**config.mk**
```make
export PLATFORM = sky130hd
export DESIGN_NAME = window_mac_flat
export DESIGN_NICKNAME = d
export VERILOG_FILES = /design/src/rtl/window_mac_if.sv /design/src/rtl/window_mac.sv /design/src/flat_wrapper.sv
export SDC_FILE = /design/constraint.sdc
export NUM_CORES = 1
export LEC_CHECK = 0
export ABC_AREA = 1
export BUFFER_PORTS_ARGS = -buffer_cell sky130_fd_sc_hd__buf_2
export CAP_MARGIN = 40
export CORE_ASPECT_RATIO = 0.9
export CORE_MARGIN = 4
export CORE_UTILIZATION = 58
export CTS_CLUSTER_SIZE = 20
export DETAILED_ROUTE_END_ITERATION = 8
export GPL_ROUTABILITY_DRIVEN = 0
export PLACE_DENSITY = 0.77
export SLEW_MARGIN = 20
export SYNTH_ARGS = -nofsm -noshare
export SYNTH_HDL_FRONTEND = slang
export SYNTH_SLANG_ARGS = --single-unit
```
**constraint.sdc**
```tcl
create_clock -name clk -period 5.9 [get_ports clk]
set_clock_uncertainty 0.05 [all_clocks]
set_input_delay 0.295 -clock clk [delete_from_list [all_inputs] [get_ports clk]]
set_output_delay 0.295 -clock clk [all_outputs]
set_load 0.05 [all_outputs]
```
**src/rtl/window_mac_if.sv**
```systemverilog
// Purpose: window request/capture stream and result stream of window_mac bundled as one port.
// Latency: none (wires only).
// Backpressure: none; next_window paces upstream, result stream is a one-cycle strobe with no ready.
//
// Ports/signals:
//   window_flat  : K packed signed elements, element n at [n*DATA_WIDTH +: DATA_WIDTH]
//   window_valid : one-cycle pulse qualifying window_flat
//   next_window  : request for the next window (high only while waiting for one)
//   result       : signed result, held until the next strobe
//   result_valid : one-cycle strobe qualifying result/result_row/result_col
//   result_row/result_col : output-map coordinates of result
// modport master = upstream/consumer side, modport slave = the MAC engine.

interface window_mac_if #(
   parameter int DATA_WIDTH = 8,
   parameter int K          = 9,
   parameter int ACC_WIDTH  = 20,
   parameter int ROW_W      = 3,
   parameter int COL_W      = 3
);
   logic [DATA_WIDTH*K-1:0]      window_flat;
   logic                         window_valid;
   logic                         next_window;
   logic signed [ACC_WIDTH-1:0]  result;
   logic                         result_valid;
   logic [ROW_W-1:0]             result_row;
   logic [COL_W-1:0]             result_col;

   modport master (
      output window_flat, window_valid,
      input  next_window, result, result_valid, result_row, result_col
   );

   modport slave (
      input  window_flat, window_valid,
      output next_window, result, result_valid, result_row, result_col
   );
endinterface

```
**src/rtl/window_mac.sv**
```systemverilog
// Purpose: sequential KxK window dot product (one MAC per cycle) + bias + optional ReLU over an OUT_H x OUT_W map.
// Latency: result_valid K+1 cycles after the edge that samples window_valid; K+2 cycles per result plus upstream delay.
// Backpressure: requests windows with registered next_window; window_valid outside the request state is ignored.
//
// Ports:
//   clk, rst     : single clock, synchronous active-high reset
//   start        : starts a run; kernel_flat and bias are latched in that cycle
//   kernel_flat  : K packed signed kernel elements (same packing as windows)
//   bias         : signed bias added to each result
//   busy         : high whenever the engine is not idle
//   all_done     : one-cycle pulse in the cycle after the final result strobe
//   win_if       : window request/capture and result stream (slave side)

module window_mac #(
   parameter int DATA_WIDTH = 8,
   parameter int K_H        = 3,
   parameter int K_W        = 3,
   parameter int OUT_H      = 6,
   parameter int OUT_W      = 6,
   parameter int ACC_WIDTH  = 20,
   parameter int RELU       = 1
) (
   input  logic                                clk,
   input  logic                                rst,
   input  logic                                start,
   input  logic [DATA_WIDTH*K_H*K_W-1:0]       kernel_flat,
   input  logic signed [ACC_WIDTH-1:0]         bias,
   output logic                                busy,
   output logic                                all_done,
   window_mac_if.slave                         win_if
);

   localparam int K     = K_H * K_W;
   localparam int KW    = DATA_WIDTH * K;
   localparam int PW    = 2 * DATA_WIDTH;
   localparam int IDX_W = (K > 1)     ? $clog2(K)     : 1;
   localparam int ROW_W = (OUT_H > 1) ? $clog2(OUT_H) : 1;
   localparam int COL_W = (OUT_W > 1) ? $clog2(OUT_W) : 1;

   localparam logic [IDX_W-1:0] IDX_LAST = IDX_W'(K - 1);
   localparam logic [ROW_W-1:0] ROW_LAST = ROW_W'(OUT_H - 1);
   localparam logic [COL_W-1:0] COL_LAST = COL_W'(OUT_W - 1);

   typedef enum logic [2:0] {
      S_IDLE = 3'd0,
      S_REQ  = 3'd1,
      S_MAC  = 3'd2,
      S_OUT  = 3'd3,
      S_DONE = 3'd4
   } state_t;

   state_t                      state_q, state_d;
   logic [KW-1:0]               ker_q, ker_d;
   logic signed [ACC_WIDTH-1:0] bias_q, bias_d;
   logic [KW-1:0]               win_q, win_d;
   logic signed [ACC_WIDTH-1:0] acc_q, acc_d;
   logic [IDX_W-1:0]            idx_q, idx_d;
   logic [ROW_W-1:0]            row_q, row_d;
   logic [COL_W-1:0]            col_q, col_d;

   logic                        next_window_q, next_window_d;
   logic signed [ACC_WIDTH-1:0] result_q, result_d;
   logic                        result_valid_q, result_valid_d;
   logic [ROW_W-1:0]            result_row_q, result_row_d;
   logic [COL_W-1:0]            result_col_q, result_col_d;
   logic                        busy_q, busy_d;
   logic                        all_done_q, all_done_d;

   // Element pair selected by idx, sign-extended to product width. The low PW
   // bits of an unsigned multiply of sign-extended operands equal the signed product.
   logic [DATA_WIDTH-1:0]       win_elem, ker_elem;
   logic [PW-1:0]               win_ext, ker_ext, prod;
   logic signed [ACC_WIDTH-1:0] prod_ext;

   always_comb begin
      win_elem = win_q[int'(idx_q) * DATA_WIDTH +: DATA_WIDTH];
      ker_elem = ker_q[int'(idx_q) * DATA_WIDTH +: DATA_WIDTH];
      win_ext  = {{DATA_WIDTH{win_elem[DATA_WIDTH-1]}}, win_elem};
      ker_ext  = {{DATA_WIDTH{ker_elem[DATA_WIDTH-1]}}, ker_elem};
      prod     = win_ext * ker_ext;
      prod_ext = {{(ACC_WIDTH-PW){prod[PW-1]}}, prod};
   end

   always_comb begin
      state_d      = state_q;
      ker_d        = ker_q;
      bias_d       = bias_q;
      win_d        = win_q;
      acc_d        = acc_q;
      idx_d        = idx_q;
      row_d        = row_q;
      col_d        = col_q;
      result_d     = result_q;
      result_row_d = result_row_q;
      result_col_d = result_col_q;

      case (state_q)
         S_IDLE: begin
            if (start) begin
               ker_d   = kernel_flat;
               bias_d  = bias;
               row_d   = '0;
               col_d   = '0;
               idx_d   = '0;
               state_d = S_REQ;
            end
         end
         S_REQ: begin
            if (win_if.window_valid) begin
               win_d   = win_if.window_flat;
               acc_d   = bias_q;
               idx_d   = '0;
               state_d = S_MAC;
            end
         end
         S_MAC: begin
            // Wraps modulo 2^ACC_WIDTH by construction.
            acc_d = acc_q + prod_ext;
            if (idx_q == IDX_LAST) begin
               idx_d   = '0;
               state_d = S_OUT;
            end else begin
               idx_d = idx_q + IDX_W'(1);
            end
         end
         S_OUT: begin
            result_d     = ((RELU != 0) && acc_q[ACC_WIDTH-1]) ? '0 : acc_q;
            result_row_d = row_q;
            result_col_d = col_q;
            if (col_q != COL_LAST) begin
               col_d = col_q + COL_W'(1);
            end else begin
               col_d = '0;
               row_d = row_q + ROW_W'(1);
            end
            state_d = ((row_q == ROW_LAST) && (col_q == COL_LAST)) ? S_DONE : S_REQ;
         end
         S_DONE: begin
            state_d = S_IDLE;
         end
         default: begin
            state_d = S_IDLE;
         end
      endcase

      // next_window/busy track the state being entered so next_window is high
      // exactly while in REQ. result_valid/all_done are decoded from the state
      // being left, so the strobe lands K+1 cycles after capture and all_done
      // follows the final strobe.
      next_window_d  = (state_d == S_REQ);
      busy_d         = (state_d != S_IDLE);
      result_valid_d = (state_q == S_OUT);
      all_done_d     = (state_q == S_DONE);
   end

   always_ff @(posedge clk) begin
      if (rst) begin
         state_q        <= S_IDLE;
         ker_q          <= '0;
         bias_q         <= '0;
         win_q          <= '0;
         acc_q          <= '0;
         idx_q          <= '0;
         row_q          <= '0;
         col_q          <= '0;
         next_window_q  <= 1'b0;
         result_q       <= '0;
         result_valid_q <= 1'b0;
         result_row_q   <= '0;
         result_col_q   <= '0;
         busy_q         <= 1'b0;
         all_done_q     <= 1'b0;
      end else begin
         state_q        <= state_d;
         ker_q          <= ker_d;
         bias_q         <= bias_d;
         win_q          <= win_d;
         acc_q          <= acc_d;
         idx_q          <= idx_d;
         row_q          <= row_d;
         col_q          <= col_d;
         next_window_q  <= next_window_d;
         result_q       <= result_d;
         result_valid_q <= result_valid_d;
         result_row_q   <= result_row_d;
         result_col_q   <= result_col_d;
         busy_q         <= busy_d;
         all_done_q     <= all_done_d;
      end
   end

   assign win_if.next_window  = next_window_q;
   assign win_if.result       = result_q;
   assign win_if.result_valid = result_valid_q;
   assign win_if.result_row   = result_row_q;
   assign win_if.result_col   = result_col_q;
   assign busy                = busy_q;
   assign all_done            = all_done_q;

endmodule

```
**src/flat_wrapper.sv**
```systemverilog
// flat-port wrapper written by rule: the top's interface ports become plain ports
module window_mac_flat 
#(
   parameter int DATA_WIDTH = 8,
   parameter int K_H        = 3,
   parameter int K_W        = 3,
   parameter int OUT_H      = 6,
   parameter int OUT_W      = 6,
   parameter int ACC_WIDTH  = 20,
   parameter int RELU       = 1
)
  (clk, rst, start, kernel_flat, bias, busy, all_done, win_if_window_flat, win_if_window_valid, win_if_next_window, win_if_result, win_if_result_valid, win_if_result_row, win_if_result_col);
  window_mac_if #(.DATA_WIDTH(DATA_WIDTH), .K((9)), .ACC_WIDTH(ACC_WIDTH), .ROW_W(3), .COL_W(3)) win_if_i ();
  input  logic clk;
  input  logic rst;
  input  logic start;
  input  logic [DATA_WIDTH*K_H*K_W-1:0] kernel_flat;
  input  logic signed [ACC_WIDTH-1:0] bias;
  output logic busy;
  output logic all_done;
  input wire logic [$bits(win_if_i.window_flat)-1:0] win_if_window_flat;
  input wire logic [$bits(win_if_i.window_valid)-1:0] win_if_window_valid;
  output wire logic [$bits(win_if_i.next_window)-1:0] win_if_next_window;
  output wire logic [$bits(win_if_i.result)-1:0] win_if_result;
  output wire logic [$bits(win_if_i.result_valid)-1:0] win_if_result_valid;
  output wire logic [$bits(win_if_i.result_row)-1:0] win_if_result_row;
  output wire logic [$bits(win_if_i.result_col)-1:0] win_if_result_col;
  assign win_if_i.window_flat = win_if_window_flat;
  assign win_if_i.window_valid = win_if_window_valid;
  assign win_if_next_window = win_if_i.next_window;
  assign win_if_result = win_if_i.result;
  assign win_if_result_valid = win_if_i.result_valid;
  assign win_if_result_row = win_if_i.result_row;
  assign win_if_result_col = win_if_i.result_col;
  window_mac #(.DATA_WIDTH(DATA_WIDTH), .K_H(K_H), .K_W(K_W), .OUT_H(OUT_H), .OUT_W(OUT_W), .ACC_WIDTH(ACC_WIDTH), .RELU(RELU)) u_core (.clk(clk), .rst(rst), .start(start), .kernel_flat(kernel_flat), .bias(bias), .busy(busy), .all_done(all_done), .win_if(win_if_i));
endmodule
```
=== Word level (Yosys, flattened, before mapping) ===
Cells that the tools add are included.

* Flip-flop bits (word level): 227
* Input bits: 168
* Output and inout port bits: 30
* Word-level logic and storage cells: 63

* $add $sub $neg: 4
* Multiply operators: 1
* Equal/unequal tests: 12
* Shift operators: 2
* Multiplexer cells: 17
* Reduce and logical (&&, ||, !) cells: 12

{| class="wikitable"
|+ Operators by type and width
! operator !! count
|-
| $shiftx A72 B8 Y8 || 2
|-
| $pmux W20 S2 || 1
|-
| $mux W3 || 7
|-
| $add A20 B16 Y20 || 1
|-
| $mux W20 || 1
|-
| $mux W19 || 1
|-
| $mul A8 B8 Y16 || 1
|-
| $mux W4 || 3
|-
| $pmux W3 S2 || 2
|-
| $pmux W3 S4 || 1
|-
| $pmux W4 S3 || 1
|-
| $eq A3 B3 Y1 const B || 3
|-
| $reduce_and A2 Y1 || 4
|-
| $add A3 B1 Y3 const B || 2
|-
| $eq A3 B1 Y1 const B || 2
|-
| $eq A3 B2 Y1 const B || 2
|-
| $ne A2 B2 Y1 const B || 3
|-
| $reduce_and A3 Y1 || 2
|-
| $reduce_bool A3 Y1 || 2
|-
| $add A4 B1 Y4 const B || 1
|-
| $eq A4 B4 Y1 const B || 1
|-
| $reduce_bool A2 Y1 || 2
|-
| $logic_not A3 Y1 || 1
|-
| $ne A3 B3 Y1 const B || 1
|-
| $logic_and A1 B1 Y1 || 1
|}

=== Logic depth before layout (Yosys ltp) ===
* Depth in word-level cells: 5
* Gate-level depth with buffers: 31
* Depth with buffers taken out: 29

=== Worst setup path after synthesis ===
No wires, ideal clock.

* Kind: register -> register
* Start point: register u_core.idx_q[1]
* End point: register u_core.acc_q[13]
* Library setup time: 132 ps
* Data arrival time: 5123 ps
* Required time: 5718 ps
* Path slack: 595 ps
* Stages on the path, launching flop included: 25
* Buffers on the path: 2
* Period minus slack after synthesis: 5305 ps
* Cells stage by stage: dfxtp_1 -> buf_4 -> buf_2 -> o21ai_1 -> o221ai_1 -> nand3_1 -> o21ai_2 -> nand2_2 -> inv_1 -> fa_1 -> fa_1 -> fa_1 -> fa_1 -> ha_1 -> ha_1 -> nand2_1 -> nand2_1 -> a21oi_1 -> nand2_1 -> nand2_1 -> nand3_1 -> nand2_1 -> nand3_1 -> nand2_1 -> a21oi_1

* Cells in the longest elaborated chain, start to end: 4
* Elaborated cells between the ends (all ways): 5
* Those cells by class: 1 x add/sub; 1 x mul; 2 x shift; 1 x mux

{| class="wikitable"
|+ Ends and longest elaborated chain
! item !! RTL line !! RTL
|-
| from (decl) || window_mac.sv:57 || <nowiki>logic [IDX_W-1:0] idx_q, idx_d;</nowiki>
|-
| from (signal assigned) || window_mac.sv:179 || <nowiki>idx_q <= idx_d;</nowiki>
|-
| $shiftx A72 B8 Y8, on equally long branches || window_mac.sv:76, window_mac.sv:77 ||
|-
| $mul A8 B8 Y16 (*) || window_mac.sv:80 || <nowiki>prod = win_ext * ker_ext;</nowiki>
|-
| $add A20 B16 Y20 (*) || window_mac.sv:118 || <nowiki>acc_d = acc_q + prod_ext;</nowiki>
|-
| $pmux W20 S2 (*) || window_mac.sv:97 || <nowiki>case (state_q)</nowiki>
|-
| to (signal assigned) || window_mac.sv:162 || <nowiki>acc_q <= '0;</nowiki>
|-
| to (signal assigned) || window_mac.sv:178 || <nowiki>acc_q <= acc_d;</nowiki>
|-
| to (decl) || window_mac.sv:56 || <nowiki>logic signed [ACC_WIDTH-1:0] acc_q, acc_d;</nowiki>
|}

Every way passes the cells marked *; elsewhere a longest branch is shown, timed or not.
A chain may end at the register's enable or synchronous reset.

=== Final worst setup path ===
* Start point: register u_core.idx_q[0]
* End point: register u_core.acc_q[18]

Same word-level chain as after synthesis.

==> results.txt <==
----------------------------------------------------
[Outcome]
  Status ... finished, final reports clean

[Critical path]
  Critical-path cell with the highest stage delay ... sky130_fd_sc_hd__fa_1
  Critical path class ... reg2reg
  Data arrival, critical path ... 6.03 ns
  Worst reg2reg path startpoint ... u_core.idx_q[0]
  Critical path fanouts, max ... 25
  Buf+Inv Stages, Crit Path ... 3
  Cells along the critical path ... inv_4 > buf_12 > o21ai_0 > o221ai_1 > nand3_1 > o21ai_2 > or2_1 > fa_1 > fa_1 > inv_1 > fa_1 > fa_2 > fa_1 > ha_2 > a21oi_1 > nand2_2 > nand2_1 > nand2_1 > nand3_1 > nand2_1 > nand2_1 > nand3_1 > nand2_1 > a21oi_1
  Required time reported for the critical path endpoint ... 6.24 ns
  Worst stage delay on the critical path ... 0.58 ns
  Startpoint of the worst setup timing path ... u_core.idx_q[0]
  Most used cell, CP ... sky130_fd_sc_hd__nand2_1
  Endpoint class of the critical path ... flip-flop
  Startpoint type of the worst setup path ... flip-flop
  Kind of cell adding the most delay to the critical path ... adder cells

[STA]
  Max-slew violations ... 0
  Final setup viols ... 0
  Setup repair after global routing missed its margin ... yes
  Slew Limit Headroom ... 0.462
  Count of endpoints failing hold in the final timing report ... 0
  Fin crit period ... 5.69 ns
  FMAX ... 0.176 GHz
  Worst Tran Pin Value ... 0.808 ns
  Post-route clock period utilization ... 0.965

[Pwr]
  Total Power ... 4.48 mW
  Leakage dissipation ... 7.74 nW
  Peak VDD IR ... 215 µV
  Pwr per Cell Area ... 276 nW/µm²

[Cells and area]
  Net total in the final layout ... 2,285
  Area added between synthesis and finish ... 22.2%
  Final core utilization ... 0.720
  Share of cells above drive strength 1 ... 0.170
  Fillers ... 1,791
  Footprint of the multi-input gates ... 7400 µm²
  Filler-free cell count of the finished design ... 2,296
  Register area ... 4530 µm²

[Synthesis]
  Dominant combinational cell family by area after synthesis ... simple AND/OR/NAND/NOR gates
  FF+latch count, synth ... 226
  Adder-cell share of the synthesized area ... 0.180
  Most instantiated flip-flop cell in the synthesis netlist ... sky130_fd_sc_hd__dfxtp_1
  Ys async rst share ... 0
  Ys Warns ... 0
  Synthesized area per cell ... 7.61 µm²
  Nets in the synthesized netlist ... 2,048
  Number of synthesized flops with an enable pin ... 0
  Portion of the post-synthesis area used by sequential elements ... 0.341
  Summed instance area of the synthesized netlist ... 13,300 µm²
  Number of different library cells in the post-synthesis netlist ... 47
  Synthesized-area fraction occupied by ao, oa, aoi and oai cells ... 0.185
  Area share of and/or/nand/nor cells after synthesis ... 0.187
  Post-synthesis xor/xnor area fraction ... 0.000660
  Cell count after synthesis ... 1,742
  Share of cell area taken by muxes after synthesis ... 0

[Global routing]
  Vias in the first global route ... 12,600
  Total routing usage reported by global routing ... 0.300
  Initial antenna violation count ... 2
  First-pass GRT wire length ... 62,300 µm
  Pin count of the biggest net entering global routing ... 93
  Total grt overflow ... 0

[Floorplan]
  Chip width ... 167 µm
  Initial core utilization ... 0.589
  Cell row count ... 52
  Top Ports ... 198
  CORE AREA ... 22,500 µm²
  Floorplan die area ... 25,400 µm²
  Vertical die dimension ... 151 µm

[Clock network]
  H-Tree Level Count ... 1
  Clock transition at the register clock pins on the worst setup and hold paths after CTS ... 0.06 ns
  Number of sinks driven by the clock tree ... 226
  TritonCTS clock tree ... yes
  Number of CTS-inserted buffers ... 24
  Clock latency of the later-clocked register in the worst-skew pair ... 0.52 ns
  CTS Root Cell ... sky130_fd_sc_hd__clkbuf_16
  Longest Clk Path Bufs ... 3

[Route]
  Detailed-route DRC error count ... 0
  First-pass detailed-route iteration total ... 7
  Post-route antenna net violation count ... 0
  Number of vias per cell ... 5.52
  Average routed wire per standard cell ... 16.9 µm
  Number of DRC markers after the initial detailed-route iteration ... 1,249
  Final Routed Wirelength ... 38,900 µm
  Via total after detailed routing ... 12,700

[Worst hold path]
  Min-Delay Path Class ... in2reg
  Source of the worst hold timing path ... win_if_window_flat[57]

[Placed design]
  Detailed-placement wirelength estimate ... 27,300 µm
  Port Buffers ... 196
  Number of cells after detailed placement ... 2,164

[Flow run]
  Max_cap viols ... 0

----------------------------------------------------
[state kept, by name, indices dropped and copies added, names as in the netlist]
name / cells
u_core.ker_q: 72
u_core.win_q: 72
u_core.acc_q: 20
u_core.bias_q: 20
u_core.win_if.result: 19
u_core.idx_q: 4
u_core.col_q: 3
u_core.row_q: 3
u_core.state_q: 3
u_core.win_if.result_col: 3
u_core.win_if.result_row: 3
u_core.all_done: 1
u_core.busy: 1
u_core.win_if.next_window: 1
u_core.win_if.result_valid: 1
[cells in the final DEF (no fill, tap or decap), types with 6 or more instances in the layout]
cell type,instances
sky130_fd_sc_hd__a21oi_1,128
sky130_fd_sc_hd__a31oi_1,8
sky130_fd_sc_hd__buf_2,196
sky130_fd_sc_hd__buf_4,25
sky130_fd_sc_hd__clkbuf_16,25
sky130_fd_sc_hd__clkbuf_8,7
sky130_fd_sc_hd__clkinv_2,6
sky130_fd_sc_hd__dfxtp_1,224
sky130_fd_sc_hd__dlygate4sd3_1,80
sky130_fd_sc_hd__fa_1,86
sky130_fd_sc_hd__ha_1,49
sky130_fd_sc_hd__inv_1,224
sky130_fd_sc_hd__nand2_1,172
sky130_fd_sc_hd__nand2_2,6
sky130_fd_sc_hd__nand3_1,97
sky130_fd_sc_hd__nor2_1,282
sky130_fd_sc_hd__o21ai_0,240
sky130_fd_sc_hd__o21ai_1,26
sky130_fd_sc_hd__o21ai_2,12
sky130_fd_sc_hd__o221ai_1,12
sky130_fd_sc_hd__o31ai_1,7
[kinds of logic after synthesis]
logic type / Yosys count
AO/OA/AOI/OAI: 451
flip-flops: 226
AND/OR/NAND/NOR: 591
buffers and inverters: 334
other: 1
XOR/XNOR: 1
adder cells (fa/ha/maj): 138
[per-stage QoR]
stage	setup TNS (ns)	hold WS, ns	setup WS, ns	area [µm²]
after floorplan	0	0.374	0.595	13300
after global placement	0	0.387	0.266	14300
after detailed placement	0	0.394	0.146	14400
after CTS	0	0.0000512	0.0727	16100
after global routing	-0.0852	0.00915	-0.0453	16200
final	0	0.0111	0.205	16200
[worst paths after layout]
kind,to,slack (ns),cells after the start
worst max register to register,u_core.acc_q[18],0.21,24
worst min-delay path,u_core.win_q[57],0.01,3
worst min register to register,u_core.bias_q[17],0.40,2
worst max-delay path,u_core.acc_q[18],0.21,24
[where the power goes]
group | switching [mW] | leakage (nW) | internal (mW)
logic | 0.713 | 5.45 | 0.430
registers | 0.0597 | 1.85 | 1.64
clock network | 0.634 | 0.439 | 1.01
total | 1.41 | 7.74 | 3.08
[Yosys cell counts, types with 5 or more instances]
cell	number	area [µm²]
sky130_fd_sc_hd__a21oi_1	130	651
sky130_fd_sc_hd__a31oi_1	8	50.1
sky130_fd_sc_hd__buf_2	42	210
sky130_fd_sc_hd__buf_4	6	45.0
sky130_fd_sc_hd__buf_6	8	90.1
sky130_fd_sc_hd__clkbuf_1	40	150
sky130_fd_sc_hd__dfxtp_1	226	4520
sky130_fd_sc_hd__fa_1	88	1760
sky130_fd_sc_hd__ha_1	50	626
sky130_fd_sc_hd__inv_1	226	848
sky130_fd_sc_hd__inv_2	6	22.5
sky130_fd_sc_hd__nand2_1	173	649
sky130_fd_sc_hd__nand2_2	5	31.3
sky130_fd_sc_hd__nand3_1	99	495
sky130_fd_sc_hd__nand4_1	5	31.3
sky130_fd_sc_hd__nor2_1	283	1060
sky130_fd_sc_hd__nor3_1	5	25.0
sky130_fd_sc_hd__o21ai_0	242	1210
sky130_fd_sc_hd__o21ai_1	24	120
sky130_fd_sc_hd__o21ai_2	16	140
sky130_fd_sc_hd__o221ai_1	12	105
sky130_fd_sc_hd__o31ai_1	7	52.6
[repair_timing]
action                                  CTS  global route
endpoints found under the setup margin    0            11
hold endpoints to repair                 80             0
hold buffers                             80             0
gates resized for setup                   0            24
setup buffers                             0             5
[per-layer routing]
layer | up-vias | share of wire | GRT usage
met5 | - | 0.00033 | 0
met4 | 2 | 0.028 | 0.0840
met3 | 88 | 0.096 | 0.0750
met2 | 592 | 0.45 | 0.498
met1 | 5912 | 0.42 | 0.395
li1 | 6090 | - | -
[worst min-delay path, stage by stage]
cell                      delay [ns]
sky130_fd_sc_hd__buf_2          0.08
sky130_fd_sc_hd__o21ai_0        0.09
sky130_fd_sc_hd__nor2_1         0.09
[final cells by class]
class	instances	share of cell area
multi-input combinational	1182	0.456
sequential	226	0.279
timing repair buffer	309	0.131
inverter	236	0.0563
clock buffer	32	0.0432
tap	297	0.0229
clock inverter	12	0.0108
antenna	2	0.000309
No activity file was read; power rests on OpenSTA's default activity.
